File: config.mk
export PLATFORM = sky130hd
export DESIGN_NAME = spi_slave_rx_flat
export DESIGN_NICKNAME = d
export VERILOG_FILES = /design/src/rtl/spi_pkg.sv /design/src/rtl/spi_slave_rx_if.sv /design/src/rtl/spi_in_sync.sv /design/src/rtl/spi_slave_rx.sv /design/src/flat_wrapper.sv
export SDC_FILE = /design/constraint.sdc
export NUM_CORES = 1
export LEC_CHECK = 0
export BUFFER_PORTS_ARGS = -buffer_cell sky130_fd_sc_hd__buf_2
export CORE_ASPECT_RATIO = 1.4
export CORE_MARGIN = 3
export CORE_UTILIZATION = 30
export CTS_CLUSTER_DIAMETER = 80
export DETAILED_ROUTE_END_ITERATION = 8
export PLACE_DENSITY_LB_ADDON = 0.3
export SLEW_MARGIN = 20
export SYNTH_ARGS = -nofsm -noshare
export SYNTH_HDL_FRONTEND = slang
export SYNTH_SLANG_ARGS = --single-unit
File: constraint.sdc
create_clock -name clk -period 1.76 [get_ports clk]
set_input_delay 0.352 -clock clk [delete_from_list [all_inputs] [get_ports clk]]
set_output_delay 0.352 -clock clk [all_outputs]
set_load 0.01 [all_outputs]
File: src/rtl/spi_pkg.sv
// spi_pkg: constants and state encoding shared by both ends of the SPI link.
package spi_pkg;
    localparam int SPI_DATA_WIDTH = 8;
    localparam logic SCK_IDLE  = 1'b1;
    localparam logic CS_IDLE   = 1'b1;
    localparam logic MOSI_IDLE = 1'b1;
    typedef enum logic [1:0] {WAIT_IDLE, IDLE, ACTIVE} state_e;
endpackage

File: src/rtl/spi_slave_rx_if.sv
// spi_slave_rx_if: SPI pins plus the receive valid/ack holding-register signals.
interface spi_slave_rx_if import spi_pkg::*; #(
    parameter int DW = SPI_DATA_WIDTH
);
    logic sck;
    logic cs;
    logic mosi;
    logic rx_ack;
    logic [DW-1:0] rx_data;
    logic rx_valid;
    logic overrun;
    logic frame_err;
    modport master (output sck, cs, mosi, rx_ack, input rx_data, rx_valid, overrun, frame_err);
    modport slave  (input sck, cs, mosi, rx_ack, output rx_data, rx_valid, overrun, frame_err);
endinterface

File: src/rtl/spi_in_sync.sv
// spi_in_sync: synchroniser chain for one SPI pin, plus one extra register for edge detection.
module spi_in_sync import spi_pkg::*; #(
    parameter int   STAGES  = 2,
    parameter logic RST_VAL = SCK_IDLE
) (
    input  logic clk,
    input  logic reset,
    input  logic d_i,
    output logic cur_o,
    output logic prev_o
);
    logic [STAGES-1:0] sync_q;
    logic prev_q;

    always_ff @(posedge clk or negedge reset) begin
        if (!reset) begin
            sync_q <= {STAGES{RST_VAL}};
            prev_q <= RST_VAL;
        end else begin
            sync_q <= STAGES'({sync_q, d_i});
            prev_q <= sync_q[STAGES-1];
        end
    end

    assign cur_o  = sync_q[STAGES-1];
    assign prev_o = prev_q;
endmodule

File: src/rtl/spi_slave_rx.sv
// spi_slave_rx: oversampling SPI slave receiver (sck idle high, cs active low, MSB first)
// presenting each completed frame through a valid/ack holding register.
module spi_slave_rx import spi_pkg::*; #(
    parameter int DATA_WIDTH  = SPI_DATA_WIDTH,
    parameter int SYNC_STAGES = 2
) (
    input logic clk,
    input logic reset,
    spi_slave_rx_if.slave bus
);
    localparam int CW = $clog2(DATA_WIDTH + 1);
    localparam int SW = $clog2(SYNC_STAGES + 1);

    logic sck_cur, sck_prev, cs_cur, cs_prev, mosi_cur_unused, mosi_prev;
    logic ev, cs_rise, done;
    logic [CW-1:0] cnt_q, cnt_inc, cnt_d;
    logic [DATA_WIDTH-1:0] shift_q, shift_d, rx_data_q;
    logic rx_valid_q, overrun_q, frame_err_q;
    logic [SW-1:0] settle_q;
    state_e state_q;

    spi_in_sync #(.STAGES(SYNC_STAGES), .RST_VAL(SCK_IDLE)) u_sck (
        .clk, .reset, .d_i(bus.sck), .cur_o(sck_cur), .prev_o(sck_prev));
    spi_in_sync #(.STAGES(SYNC_STAGES), .RST_VAL(CS_IDLE)) u_cs (
        .clk, .reset, .d_i(bus.cs), .cur_o(cs_cur), .prev_o(cs_prev));
    spi_in_sync #(.STAGES(SYNC_STAGES), .RST_VAL(MOSI_IDLE)) u_mosi (
        .clk, .reset, .d_i(bus.mosi), .cur_o(mosi_cur_unused), .prev_o(mosi_prev));

    // A bit ends when its sck-high phase ends, by sck falling or by cs rising.
    assign ev      = sck_prev & ~cs_prev & (~sck_cur | cs_cur);
    assign cs_rise = ~cs_prev & cs_cur;
    assign cnt_inc = cnt_q + 1'b1;
    assign done    = state_q == ACTIVE && ev && cnt_inc == CW'(DATA_WIDTH);
    assign cnt_d   = done ? '0 : ev ? cnt_inc : cnt_q;
    assign shift_d = ev ? {shift_q[DATA_WIDTH-2:0], mosi_prev} : shift_q;

    always_ff @(posedge clk or negedge reset) begin
        if (!reset) begin
            state_q     <= WAIT_IDLE;
            settle_q    <= '0;
            cnt_q       <= '0;
            shift_q     <= '0;
            rx_data_q   <= '0;
            rx_valid_q  <= 1'b0;
            overrun_q   <= 1'b0;
            frame_err_q <= 1'b0;
        end else begin
            overrun_q   <= 1'b0;
            frame_err_q <= 1'b0;
            if (done) begin
                rx_data_q  <= shift_d;
                rx_valid_q <= 1'b1;
                overrun_q  <= rx_valid_q & ~bus.rx_ack;
            end else if (bus.rx_ack) begin
                rx_valid_q <= 1'b0;
            end
            case (state_q)
                // The chains still hold their reset values until SYNC_STAGES edges have passed.
                WAIT_IDLE: begin
                    if (settle_q != SW'(SYNC_STAGES)) settle_q <= settle_q + 1'b1;
                    else if (cs_cur) state_q <= IDLE;
                end
                IDLE: begin
                    cnt_q <= '0;
                    if (!cs_cur) state_q <= ACTIVE;
                end
                ACTIVE: begin
                    if (cs_rise) begin
                        state_q     <= IDLE;
                        frame_err_q <= cnt_d != '0;
                        cnt_q       <= '0;
                        shift_q     <= '0;
                    end else begin
                        cnt_q   <= cnt_d;
                        shift_q <= shift_d;
                    end
                end
                default: state_q <= WAIT_IDLE;
            endcase
        end
    end

    assign bus.rx_data   = rx_data_q;
    assign bus.rx_valid  = rx_valid_q;
    assign bus.overrun   = overrun_q;
    assign bus.frame_err = frame_err_q;
endmodule
File: src/flat_wrapper.sv
// flat-port wrapper written by rule: the top's interface ports become plain ports
module spi_slave_rx_flat import spi_pkg::*;
#(
    parameter int DATA_WIDTH  = SPI_DATA_WIDTH,
    parameter int SYNC_STAGES = 2
)
  (clk, reset, bus_sck, bus_cs, bus_mosi, bus_rx_ack, bus_rx_data, bus_rx_valid, bus_overrun, bus_frame_err);
  spi_slave_rx_if bus_i ();
  input logic clk;
  input logic reset;
  input wire logic [$bits(bus_i.sck)-1:0] bus_sck;
  input wire logic [$bits(bus_i.cs)-1:0] bus_cs;
  input wire logic [$bits(bus_i.mosi)-1:0] bus_mosi;
  input wire logic [$bits(bus_i.rx_ack)-1:0] bus_rx_ack;
  output wire logic [$bits(bus_i.rx_data)-1:0] bus_rx_data;
  output wire logic [$bits(bus_i.rx_valid)-1:0] bus_rx_valid;
  output wire logic [$bits(bus_i.overrun)-1:0] bus_overrun;
  output wire logic [$bits(bus_i.frame_err)-1:0] bus_frame_err;
  assign bus_i.sck = bus_sck;
  assign bus_i.cs = bus_cs;
  assign bus_i.mosi = bus_mosi;
  assign bus_i.rx_ack = bus_rx_ack;
  assign bus_rx_data = bus_i.rx_data;
  assign bus_rx_valid = bus_i.rx_valid;
  assign bus_overrun = bus_i.overrun;
  assign bus_frame_err = bus_i.frame_err;
  spi_slave_rx #(.DATA_WIDTH(DATA_WIDTH), .SYNC_STAGES(SYNC_STAGES)) u_core (.clk(clk), .reset(reset), .bus(bus_i));
endmodule
== After elaboration in Yosys (flattened, before gate mapping) ==
Index checks and enable logic that the tools add are counted.

* Add/subtract/negate cells: 2
* Multipliers: 0
* Divide/modulo/power cells: 0
* Order comparisons: 0
* Equality and inequality tests: 8
* Shift-type cells: 0
* Muxes and demuxes: 16
* Bitwise logic cells: 8
* Reductions and logical operators: 8

{| class="wikitable"
|+ Operators by type and width
! kind !! count
|-
| two-way mux 8 bit || 2
|-
| two-way mux 4 bit || 3
|-
| two-way mux 2 bit || 4
|-
| inequality test 2 bit, second input constant || 4
|-
| one-hot mux 4 bit (2 select lines) || 1
|-
| one-hot mux 2 bit (3 select lines) || 1
|-
| two-way mux 1 bit || 5
|-
| adder 4 x 1 -> 4 bit, second input constant || 1
|-
| bitwise AND 1 bit || 4
|-
| == test 4 bit, second input constant || 1
|-
| AND reduction 4 bit || 1
|-
| nonzero test 2 bit || 2
|-
| nonzero test 4 bit || 1
|-
| inverter 1 bit || 3
|-
| adder 2 x 1 -> 2 bit, second input constant || 1
|-
| == test 2 x 1 -> 1 bit, second input constant || 1
|-
| == test 2 bit, second input constant || 1
|-
| logical AND 1 bit || 2
|-
| logical NOT 2 bit || 1
|-
| inequality test 2 x 1 -> 1 bit, second input constant || 1
|-
| AND reduction 2 bit || 1
|-
| OR 1 bit || 1
|}

* Register bits after elaboration: 36
* Latch bits: 0
* RAM bits: 0
* Memory bits (read-only): 0
* Memories: 0

== Logic depth before layout (Yosys ltp) ==
Gate-level depths: netlist of run 1.

* Word-level depth: 9
* Depth in mapped cells: 7

== Cells and area by module ==
From an unflattened synthesis of run 1, not the netlist that was laid out.

* Cell total of the unflattened synthesis: 129
* Area total of the unflattened synthesis: 1566.5 um2

{| class="wikitable"
|+ By module, submodules not included
! module !! times used !! cells each !! area an instance (um2) !! sequential area each (um2)
|-
| spi_slave_rx || 1 || 120 || 1330.0 || 650.6
|-
| spi_in_sync || 3 || 3 || 78.8 || 78.8
|}

== Worst setup path after synthesis of run 1 ==
OpenSTA, ideal clock, no wires.

* Kind: reg-to-reg
* Start: reg u_core.state_q[0]
* End: reg u_core.rx_data_q[0] (netlist: u_core.bus.rx_data[0])
* Setup time: 0.125 ns
* Arrival: 1.668 ns
* Setup slack: -0.033 ns
* Stages on the path, launching flop included: 8
* Path buffers: 1
* Period minus slack after synthesis: 1.793 ns
* Path through: dfrtp_1 -> inv_1 -> ha_1 -> and2_1 -> o21ai_2 -> nor3b_2 -> buf_6 -> mux2_4

* Longest elaborated chain between the ends: 3

{| class="wikitable"
|+ RTL lines
! item !! RTL line !! source
|-
| start: declaration || spi_slave_rx.sv:20 || <nowiki>state_e state_q;</nowiki>
|-
| start signal: assignment || spi_slave_rx.sv:39 || <nowiki>state_q <= WAIT_IDLE;</nowiki>
|-
| start signal: assignment || spi_slave_rx.sv:61 || <nowiki>else if (cs_cur) state_q <= IDLE;</nowiki>
|-
| start signal: assignment || spi_slave_rx.sv:65 || <nowiki>if (!cs_cur) state_q <= ACTIVE;</nowiki>
|-
| == test 2 bit || spi_slave_rx.sv:33 || <nowiki>assign done = state_q == ACTIVE && ev && cnt_inc == CW'(DATA_WIDTH);</nowiki>
|-
| logical AND 1 bit (2 in series) || spi_slave_rx.sv:33 ||
|-
| end signal: assignment || spi_slave_rx.sv:51 || <nowiki>rx_data_q <= shift_d;</nowiki>
|-
| end: declaration || spi_slave_rx.sv:17 || <nowiki>logic [DATA_WIDTH-1:0] shift_q, shift_d, rx_data_q;</nowiki>
|}

Every way passes these cells.
A chain may end at the register's enable or synchronous reset.

== Final worst setup path of run 1 ==
* Start: reg u_core.cnt_q[1]
* End: reg u_core.rx_data_q[2] (netlist: u_core.bus.rx_data[2])

* Longest elaborated chain between the ends: 3

{| class="wikitable"
|+ RTL lines
! item !! RTL line !! source
|-
| start: declaration || spi_slave_rx.sv:16 || <nowiki>logic [CW-1:0] cnt_q, cnt_inc, cnt_d;</nowiki>
|-
| start signal: assignment || spi_slave_rx.sv:74 || <nowiki>cnt_q <= cnt_d;</nowiki>
|-
| adder 4 x 1 -> 4 bit || spi_slave_rx.sv:32 || <nowiki>assign cnt_inc = cnt_q + 1'b1;</nowiki>
|-
| == test 4 bit || spi_slave_rx.sv:33 ||
|-
| logical AND 1 bit || spi_slave_rx.sv:33 ||
|}

Every way passes these cells.

==> results.yml, run 1 <==
routing:
  viasPerCell: 4.78
  routedWlPerCell_um: 13.4
  drtPass1Iterations: 4
  drc: 0
  ant_nets: 0
  routed_wl_um: 2840
  vias: 1013
  drt_iter0_drc: 26
timing:
  fin_ws_ns: 0.0723
  tightestPinTransition_ns: 0.510
  rsz0062_at_grt: "yes"
  setup_viol: 0
  clock.fmax_mhz: 593
  hold_violations: 0
  skew_ns: 0.00846
  setup_tns_ns: 0
  period_needed_ns: 1.69
  slew_headroom: 0.660
  period_share: 0.959
  hold_ws_ns: 0.00301
  drv_slew: 0
finish:
  area_delta_synth_final_pct: 29.5
  multi_input_area_um2: 621
  nets: 162
  mostFrequentLayoutCell: "dfrtp_1"
  diodes: 0
  seq_area_um2: 891
  fill_cells: 426
  mostFrequentLayoutCells: "23 x dfrtp_1, 16 x buf_2, 13 x buf_4"
  drive_gt1_frac: 0.487
  final_cells: 212
clock_network:
  cts.path.max_buffers: 2
  clkLatencyLatePin_ns: 0.28
  root_buffer: "clkbuf_8"
  cts_buffers: 5
  cts_htree_levels: 2
  cts.sinks: 35
  clkSlewWorstSetupHoldPaths_ns: 0.07
  cts_tree: "done"
  cts_hold_buf: 0
synth:
  syn_inst: 113
  synthFlopType: "dfrtp_1"
  synth-seq-cells: 35
  synth_warnings: 0
  synth_area_per_cell_um2: 13.3
  synth-edff-count: 0
  async_flop_share: 1.00
  yosys.cell_types.count: 37
  synth_fp_nets: 126
  yosysSeqAreaShare: 0.589
  syn_area_mm2: 0.00151
floorplanning:
  dieHeight_um: 89.8
  ios: 17
  start_util: 0.322
  fp.dieArea_mm2: 0.00592
  core-area_mm2: 0.00468
  rows: 29
  die_w_um: 65.9
pwr:
  vdd_drop_max_v: 0.000661
  power_density_mw_per_mm2: 1060
  power.leakage_nw: 0.930
  fin_total_pwr_mw: 2.07
worst_hold_path:
  hp-class: "in2async"
global_route:
  grt_pass1_vias: 1050
  grt_max_degree: 19
  grt_pass1_wl_um: 4890
  grt_overflow_total: 0
  antenna_found_initial: 0
  grt_usage: 0.106
placement:
  place.gp.congestion: 0.846
  dp_hpwl_um: 2050
  place_inst: 200
  portBuffers: 16
  detailedPlace.worstSlack_ns: 0.0117
run_status:
  status: "finished, final reports clean"
critical_path:
  path_class: "reg2reg"
  crit_path_start_kind: "flip-flop"
  crit_required_ns: 1.92
  critPathMaxFanout: 5
  cp-end-kind: "flip-flop"
  cp.arrival_ns: 1.85
flow_run:
  drv_cap: 0
## kinds of logic (layout without fill, tap and decap cells)
family	Yosys count	after routing	synth area share
muxes	8	8	0.0773
buffers and inverters	9	46	0.0308
adders and majority gates	7	7	0.0582
xor gates and xnor gates	2	2	0.0116
AOI/OAI and AO/OA	26	26	0.131
DFF	35	35	0.589
and+or+nand+nor	26	26	0.101
## registers in the layout, indices dropped and copies added, names as in the netlist
| register | count |
|---|---|
| u_core.bus.rx_data | 8 |
| u_core.shift_q | 7 |
| u_core.cnt_q | 4 |
| u_core.settle_q | 2 |
| u_core.state_q | 2 |
| u_core.u_cs.sync_q | 2 |
| u_core.u_mosi.sync_q | 2 |
| u_core.u_sck.sync_q | 2 |
| u_core.bus.frame_err | 1 |
| u_core.bus.overrun | 1 |
| u_core.bus.rx_valid | 1 |
| u_core.u_cs.prev_o | 1 |
| u_core.u_mosi.prev_o | 1 |
| u_core.u_sck.prev_o | 1 |
## worst max-delay path, stage by stage, from the launching register on
cell and delay (ns):
dfrtp_2 0.45, ha_4 0.19, and2_4 0.15, o21ai_2 0.07
nor3b_2 0.23, buf_4 0.19, mux2_4 0.30
## synth_stat cells (2+ instances only)
cell       n  area, µm²
nand2_1    6       22.5
inv_1      6       22.5
and2_1     2       12.5
mux2_4     7        105
and3_1     2       12.5
nor2_1     5       18.8
a22o_1     8       70.1
o21ai_0    5       25.0
ha_1       7       87.6
dfrtp_1   26        651
nor3b_2    2       25.0
nor2b_1    2       12.5
o21ai_1    2       10.0
dfstp_2    9        236
nand2b_1   2       12.5
## area by class of cell
class / instances / area share
clock buffer: 6 / 0.0424
clock inverter: 2 / 0.0180
inverter: 6 / 0.0116
multi-input combinational: 69 / 0.318
sequential: 35 / 0.457
tap: 62 / 0.0398
timing repair buffer: 32 / 0.113
## per-layer routing
layer | global-route usage | up-vias | routed length (µm)
met5 | 0 | - | 0
met4 | 0.0502 | 0 | 84
met3 | 0.0287 | 10 | 118
met2 | 0.157 | 23 | 1450
met1 | 0.141 | 509 | 1190
li1 | - | 471 | -
## per-stage QoR
step	cell area (µm²)	util
4_1_cts	1870	0.399
5_1_grt	1950	0.416
3_5_place_dp	1740	0.373
2_1_floorplan	1510	-
6_report	1950	0.416
3_3_place_gp	1740	0.373
## report_power, final
part	total [mW]	leakage, nW	internal (mW)	switching, mW
Combinational	0.432	0.424	0.185	0.247
Clock	0.735	0.0612	0.458	0.277
Sequential	0.900	0.444	0.862	0.0380
Total	2.07	0.930	1.51	0.562
## what timing repair did
| action | in CTS | in global routing |
|---|---|---|
| gates resized for setup | 1 | 15 |
| setup endpoints to repair | 1 | 11 |
| setup buffers | 0 | 4 |
| pin swaps | 0 | 4 |
## worst paths after layout
path | startpoint | end | slack (ns) | cells after the start
max in group asynchronous | reset | u_core.cnt_q[1]$_DFFE_PN0P_ | 1.31 | 2
max | u_core.cnt_q[1]$_DFFE_PN0P_ | u_core.bus.rx_data[2]$_DFFE_PN0P_ | 0.07 | 6
min | reset | u_core.state_q[1]$_DFFE_PN0P_ | 0.003 | 1
min reg2reg | u_core.u_sck.sync_q[0]$_DFF_PN1_ | u_core.u_sck.sync_q[1]$_DFF_PN1_ | 0.36 | 0
min in group clk | bus_cs | u_core.u_cs.sync_q[0]$_DFF_PN1_ | 0.17 | 1
max reg2reg | u_core.cnt_q[1]$_DFFE_PN0P_ | u_core.bus.rx_data[2]$_DFFE_PN0P_ | 0.07 | 6
Note: power is estimated with default switching activity, not from simulation.
==> inputs of run 2 (changes only) <==
- CORE_ASPECT_RATIO: 1.4 -> default
- PLACE_DENSITY: default -> 0.58
- PLACE_DENSITY_LB_ADDON: 0.3 -> default
==> run 2 against run 1 <==
- the flow now finishes with violations (negative setup slack)
- via count decreased by 2.3%
- cell count increased by 2.4%
- design area increased by 1.4%
- global-route usage grew 0.73 points
- first-iteration DRC count shrank 3.8%
- flip-flop and latch count unchanged
- wire length grew 5.7%
- register-to-register slack got worse by 0.08 ns
- clock skew grew 0.0017 ns
- critical path type unchanged
- highest routed layer unchanged
==> results.yml, run 2 (synthesis results as in run 1) <==
routing:
  dr.max_layer_used: "met4"
  routedWlPerCell_um: 13.8
  vias: 990
  met3_length_um: 108
  ant_nets: 0
  drtPass1Iterations: 4
  viasPerCell: 4.56
  wl_met1_um: 1300
  wl_met2_um: 1520
  drc: 0
  drt_iter0_drc: 25
  routed_wl_um: 3000
finish:
  mostFrequentLayoutCell: "dfrtp_1"
  nets: 162
  area_delta_synth_final_pct: 31.3
  mostFrequentLayoutCells: "24 x dfrtp_1, 16 x buf_2, 14 x buf_4"
  multi_input_area_um2: 637
  drive_gt1_frac: 0.480
  fill_cells: 443
  seq_area_um2: 890
  largest_register_ffs: 8
  diodes: 0
clock_network:
  cts_htree_levels: 2
  root_buffer: "clkbuf_8"
  clkSlewWorstSetupHoldPaths_ns: 0.08
  cts_tree: "done"
  clkLatencyLatePin_ns: 0.29
  cts.sinks: 35
  cts_buffers: 5
  cts.path.max_buffers: 2
pwr:
  pwr-share-comb: 0.194
  vdd_drop_max_v: 0.000646
  p_int_mw: 1.60
  power.leakage_nw: 0.949
  power_density_mw_per_mm2: 1110
  p_switching_uw: 585
  power_frac_seq: 0.416
  p_clk_frac: 0.391
  switching_share: 0.268
timing:
  fin_ws_ns: -0.00426
  slew_headroom: 0.639
  clock.fmax_mhz: 567
  period_share: 1.00
  period_needed_ns: 1.76
  skew_ns: 0.0102
  tightestPinTransition_ns: 0.542
  setup_viol: 1
  setup_tns_ns: -0.00426
  hold_violations: 0
  drv_slew: 0
  rsz0062_at_grt: "yes"
critical_path:
  path_class: "reg2reg"
  crit_required_ns: 1.93
  critPathMaxFanout: 6
  r2r_slack_ns: -0.004
  reg2reg_to: "u_core.bus.rx_data[0]$_DFFE_PN0P_"
  timing.reg2reg.worst_path_depth: 5
  cp-end-kind: "flip-flop"
  cp.arrival_ns: 1.93
  crit_path_start_kind: "flip-flop"
  r2r-start: "u_core.u_cs.sync_q[1]$_DFF_PN1_"
run_status:
  status: "complete, but fails checks"
  violations: "negative setup slack"
floorplanning:
  start_util: 0.315
  core-area_mm2: 0.00479
  ios: 17
  rows: 25
  die_w_um: 76.8
  dieHeight_um: 76.8
  fp.dieArea_mm2: 0.00590
global_route:
  grt_overflow_total: 0
  grt_pass1_vias: 1079
  grt_usage: 0.113
  grt_pass1_wl_um: 5200
  grt_max_degree: 25
  antenna_found_initial: 0
placement:
  portBuffers: 16
  detailedPlace.worstSlack_ns: -0.0458
  place.gp.congestion: 0.774
  dp_hpwl_um: 2090
flow_run:
  drv_cap: 0
worst_hold_path:
  hp-class: "in2async"
==> run 2: how the worst max path moves through the flow <==
stage | from | end
floorplan | u_core.state_q[0]$_DFFE_PN0P_ | u_core.bus.rx_data[0]$_DFFE_PN0P_
global placement | u_core.u_cs.sync_q[1]$_DFF_PN1_ | u_core.cnt_q[1]$_DFFE_PN0P_
detailed placement | u_core.u_cs.sync_q[1]$_DFF_PN1_ | u_core.cnt_q[1]$_DFFE_PN0P_
CTS | u_core.u_cs.sync_q[1]$_DFF_PN1_ | u_core.bus.rx_data[0]$_DFFE_PN0P_
global route | u_core.u_cs.sync_q[1]$_DFF_PN1_ | u_core.bus.rx_data[0]$_DFFE_PN0P_
finish | u_core.u_cs.sync_q[1]$_DFF_PN1_ | u_core.bus.rx_data[0]$_DFFE_PN0P_
==> run 2: through the flow <==
stage           util  hold WS (ns)  instances  total power, mW  area (µm²)
2_1_floorplan      -        0.0564        113             1.15        1510
3_3_place_gp   0.363         0.348        205             1.27        1740
5_1_grt        0.413        0.0764        217             2.33        1980
4_1_cts        0.401        0.0477        215             2.17        1920
3_5_place_dp   0.363         0.348        205             1.29        1740
6_report       0.413        0.0355        217             2.19        1980
==> run 2: per-layer routing <==
| metal | up-vias | global-route usage |
|---|---|---|
| met3 | 7 | 0.0329 |
| met2 | 19 | 0.184 |
| met1 | 491 | 0.135 |
| met4 | 0 | 0.0598 |
| li1 | 473 | - |
| met5 | - | 0 |
==> run 2: what timing repair did <==
| action | 4_1_cts | 5_1_grt |
|---|---|---|
| hold endpoints to repair | 0 | 0 |
| hold buffers | 0 | 0 |
| buffers inserted | 2 | 2 |
| setup endpoints to repair | 10 | 21 |
| resized for setup | 8 | 9 |
| pin swaps | 2 | 2 |
==> run 2: layout make-up <==
cell class	count	area share
Sequential cell	35	0.450
Clock buffer	5	0.0348
Tap cell	67	0.0424
Timing Repair Buffer	32	0.105
Clock inverter	3	0.0342
Multi-Input combinational cell	69	0.322
Inverter	6	0.0114
==> run 2: power groups by stage <==
stage / Combinational (mW) / Clock (mW) / Sequential [mW]
floorplan: 0.239 / 0 / 0.906
global placement: 0.357 / 0 / 0.909
detailed placement: 0.375 / 0 / 0.917
CTS: 0.388 / 0.882 / 0.903
global route: 0.489 / 0.922 / 0.915
finish: 0.423 / 0.854 / 0.909
==> run 2: worst max-delay path, cell delays in order (launching register included) <==
cell and delay [ns]:
dfstp_2 0.54, nor2b_2 0.05, nor3b_4 0.27, nor3b_4 0.29
buf_6 0.18, mux2_4 0.30
==> inputs of run 3 (changes only) <==
- HOLD_SLACK_MARGIN: default -> 0.06
==> run 3 against run 2 <==
- the run still ends with negative setup slack left
- flip-flop and latch count did not move
- clock skew unchanged
- first-iteration DRC count stayed put
- largest cell class unchanged
- largest power group unchanged
- sequential share of layout area shrank 0.23 points
- critical path type unchanged
- critical path depth stayed put
- critical endpoint unchanged
- combinational power is essentially flat
==> results.yml, run 3 (synthesis results as in run 1) <==
run_status:
  status: "complete, but fails checks"
  violations: "negative setup slack"
global_route:
  grt_max_degree: 25
  gr-max-usage-layer: "met2"
  antenna_found_initial: 0
  use_met2: 0.184
  grtUsageMet3: 0.0329
  grt_pass1_vias: 1082
  grt_usage: 0.113
  grt_overflow_total: 0
  use_met1: 0.135
  grt_pass1_wl_um: 5220
clock_network:
  cts.sinks: 35
  root_buffer: "clkbuf_8"
  clkSlewWorstSetupHoldPaths_ns: 0.08
  cts_tree: "done"
  cts.path.max_buffers: 2
  cts_buffers: 5
  cts_htree_levels: 2
  clkLatencyLatePin_ns: 0.29
finish:
  drive_gt1_frac: 0.477
  mostFrequentLayoutCells: "24 x dfrtp_1, 16 x buf_2, 14 x buf_4"
  area_delta_synth_final_pct: 32.0
  diodes: 0
  mostFrequentLayoutCell: "dfrtp_1"
  largest_register_ffs: 8
  nets: 163
critical_path:
  cp-startpoint: "u_core.u_cs.sync_q[1]$_DFF_PN1_"
  crit_path_start_kind: "flip-flop"
  r2r-start: "u_core.u_cs.sync_q[1]$_DFF_PN1_"
  cp_slowest_stage_delay_ns: 0.54
  path_class: "reg2reg"
  timing.reg2reg.worst_path_depth: 5
  cp.arrival_ns: 1.93
  path_common_cell: "nor3b_4"
  reg2reg_to: "u_core.bus.rx_data[0]$_DFFE_PN0P_"
  cp-end-kind: "flip-flop"
  cpMaxStageDelayCell: "dfstp_2"
  critPathMaxFanout: 6
  r2r_slack_ns: -0.004
  cp_cell_sequence: "nor2b_2 -> nor3b_4 -> nor3b_4 -> buf_6 -> mux2_4"
  crit_required_ns: 1.93
timing:
  rsz0062_at_grt: "yes"
  hold_violations: 0
  setup_viol: 1
  tightestPinTransition_ns: 0.544
  period_share: 1.00
  setup_tns_ns: -0.00426
  slew_headroom: 0.638
  skew_ns: 0.0102
  drv_slew: 0
  period_needed_ns: 1.76
  clock.fmax_mhz: 567
  hold_ws_ns: 0.164
  fin_ws_ns: -0.00426
routing:
  drtPass1Iterations: 4
  viasPerCell: 4.56
  drc: 0
  routed_wl_um: 3000
  ant_nets: 0
  routedWlPerCell_um: 13.8
  drt_iter0_drc: 25
  vias: 994
floorplanning:
  core-area_mm2: 0.00479
  dieHeight_um: 76.8
  rows: 25
  die_w_um: 76.8
  fp.dieArea_mm2: 0.00590
  ios: 17
  start_util: 0.315
worst_hold_path:
  whs_path_depth: 1
  hp-class: "in2reg"
  whs_endpoint: "u_core.u_mosi.sync_q[0]$_DFF_PN1_"
  min-delay-start: "bus_mosi"
pwr:
  power.leakage_nw: 0.953
  vdd_drop_max_v: 0.000646
  power_density_mw_per_mm2: 1100
placement:
  portBuffers: 16
  dp_hpwl_um: 2090
  place.gp.congestion: 0.774
flow_run:
  drv_cap: 0
-- run 3: changes by cell type in the layout (fill, tap and decap cells not counted), sizes merged --
cell and change:
dlygate4sd3 +1
-- run 3: critical path: cells and delay by family, from the launching register on --
family,cells,cell delay (ns)
buf+inv,1,0.18
flops,1,0.54
mux,1,0.30
simple gates,3,0.61
-- run 3: worst max-delay path by stage --
stage / slack, ns / to
floorplan: 0.01 / u_core.bus.rx_data[0]$_DFFE_PN0P_
global placement: 0.03 / u_core.cnt_q[1]$_DFFE_PN0P_
detailed placement: -0.05 / u_core.cnt_q[1]$_DFFE_PN0P_
CTS: -0.02 / u_core.bus.rx_data[0]$_DFFE_PN0P_
global route: -0.08 / u_core.bus.rx_data[0]$_DFFE_PN0P_
finish: -0.004 / u_core.bus.rx_data[0]$_DFFE_PN0P_
-- run 3: repair_timing --
item	in CTS	in global routing
endpoints found under the setup margin	10	21
gates resized for setup	8	9
pin swaps	2	2
hold buffers	1	0
setup buffers	2	2
endpoints found under the hold margin	15	0
-- run 3: cell type report --
| type | instances | area, µm² |
|---|---|---|
| clock inverter | 3 | 67.6 |
| multi-input combinational | 69 | 637 |
| timing repair buffer | 33 | 218 |
| sequential | 35 | 890 |
| clock buffer | 5 | 68.8 |
| tap | 67 | 83.8 |
| inverter | 6 | 22.5 |
| fill | 442 | 2800 |
-- run 3: metrics by stage --
step | util | total power, mW | instances | setup slack (ns) | cell area, µm²
finish | 0.415 | 2.19 | 218 | -0.00426 | 1990
CTS | 0.403 | 2.17 | 216 | -0.0205 | 1930
global placement | 0.363 | 1.27 | 205 | 0.0265 | 1740
floorplan | - | 1.15 | 113 | 0.0123 | 1510
detailed placement | 0.363 | 1.29 | 205 | -0.0458 | 1740
global route | 0.415 | 2.33 | 218 | -0.0756 | 1990
-- run 3: where the power goes --
part | internal (mW) | switching, mW
sequential | 0.862 | 0.0467
clock | 0.565 | 0.289
combinational | 0.176 | 0.249
-- run 3: layer usage --
layer | share of wire | vias to the layer above
li1 | - | 475
met1 | 0.43 | 493
met2 | 0.51 | 19
met3 | 0.036 | 7
met4 | 0.024 | 0
met5 | 0 | -
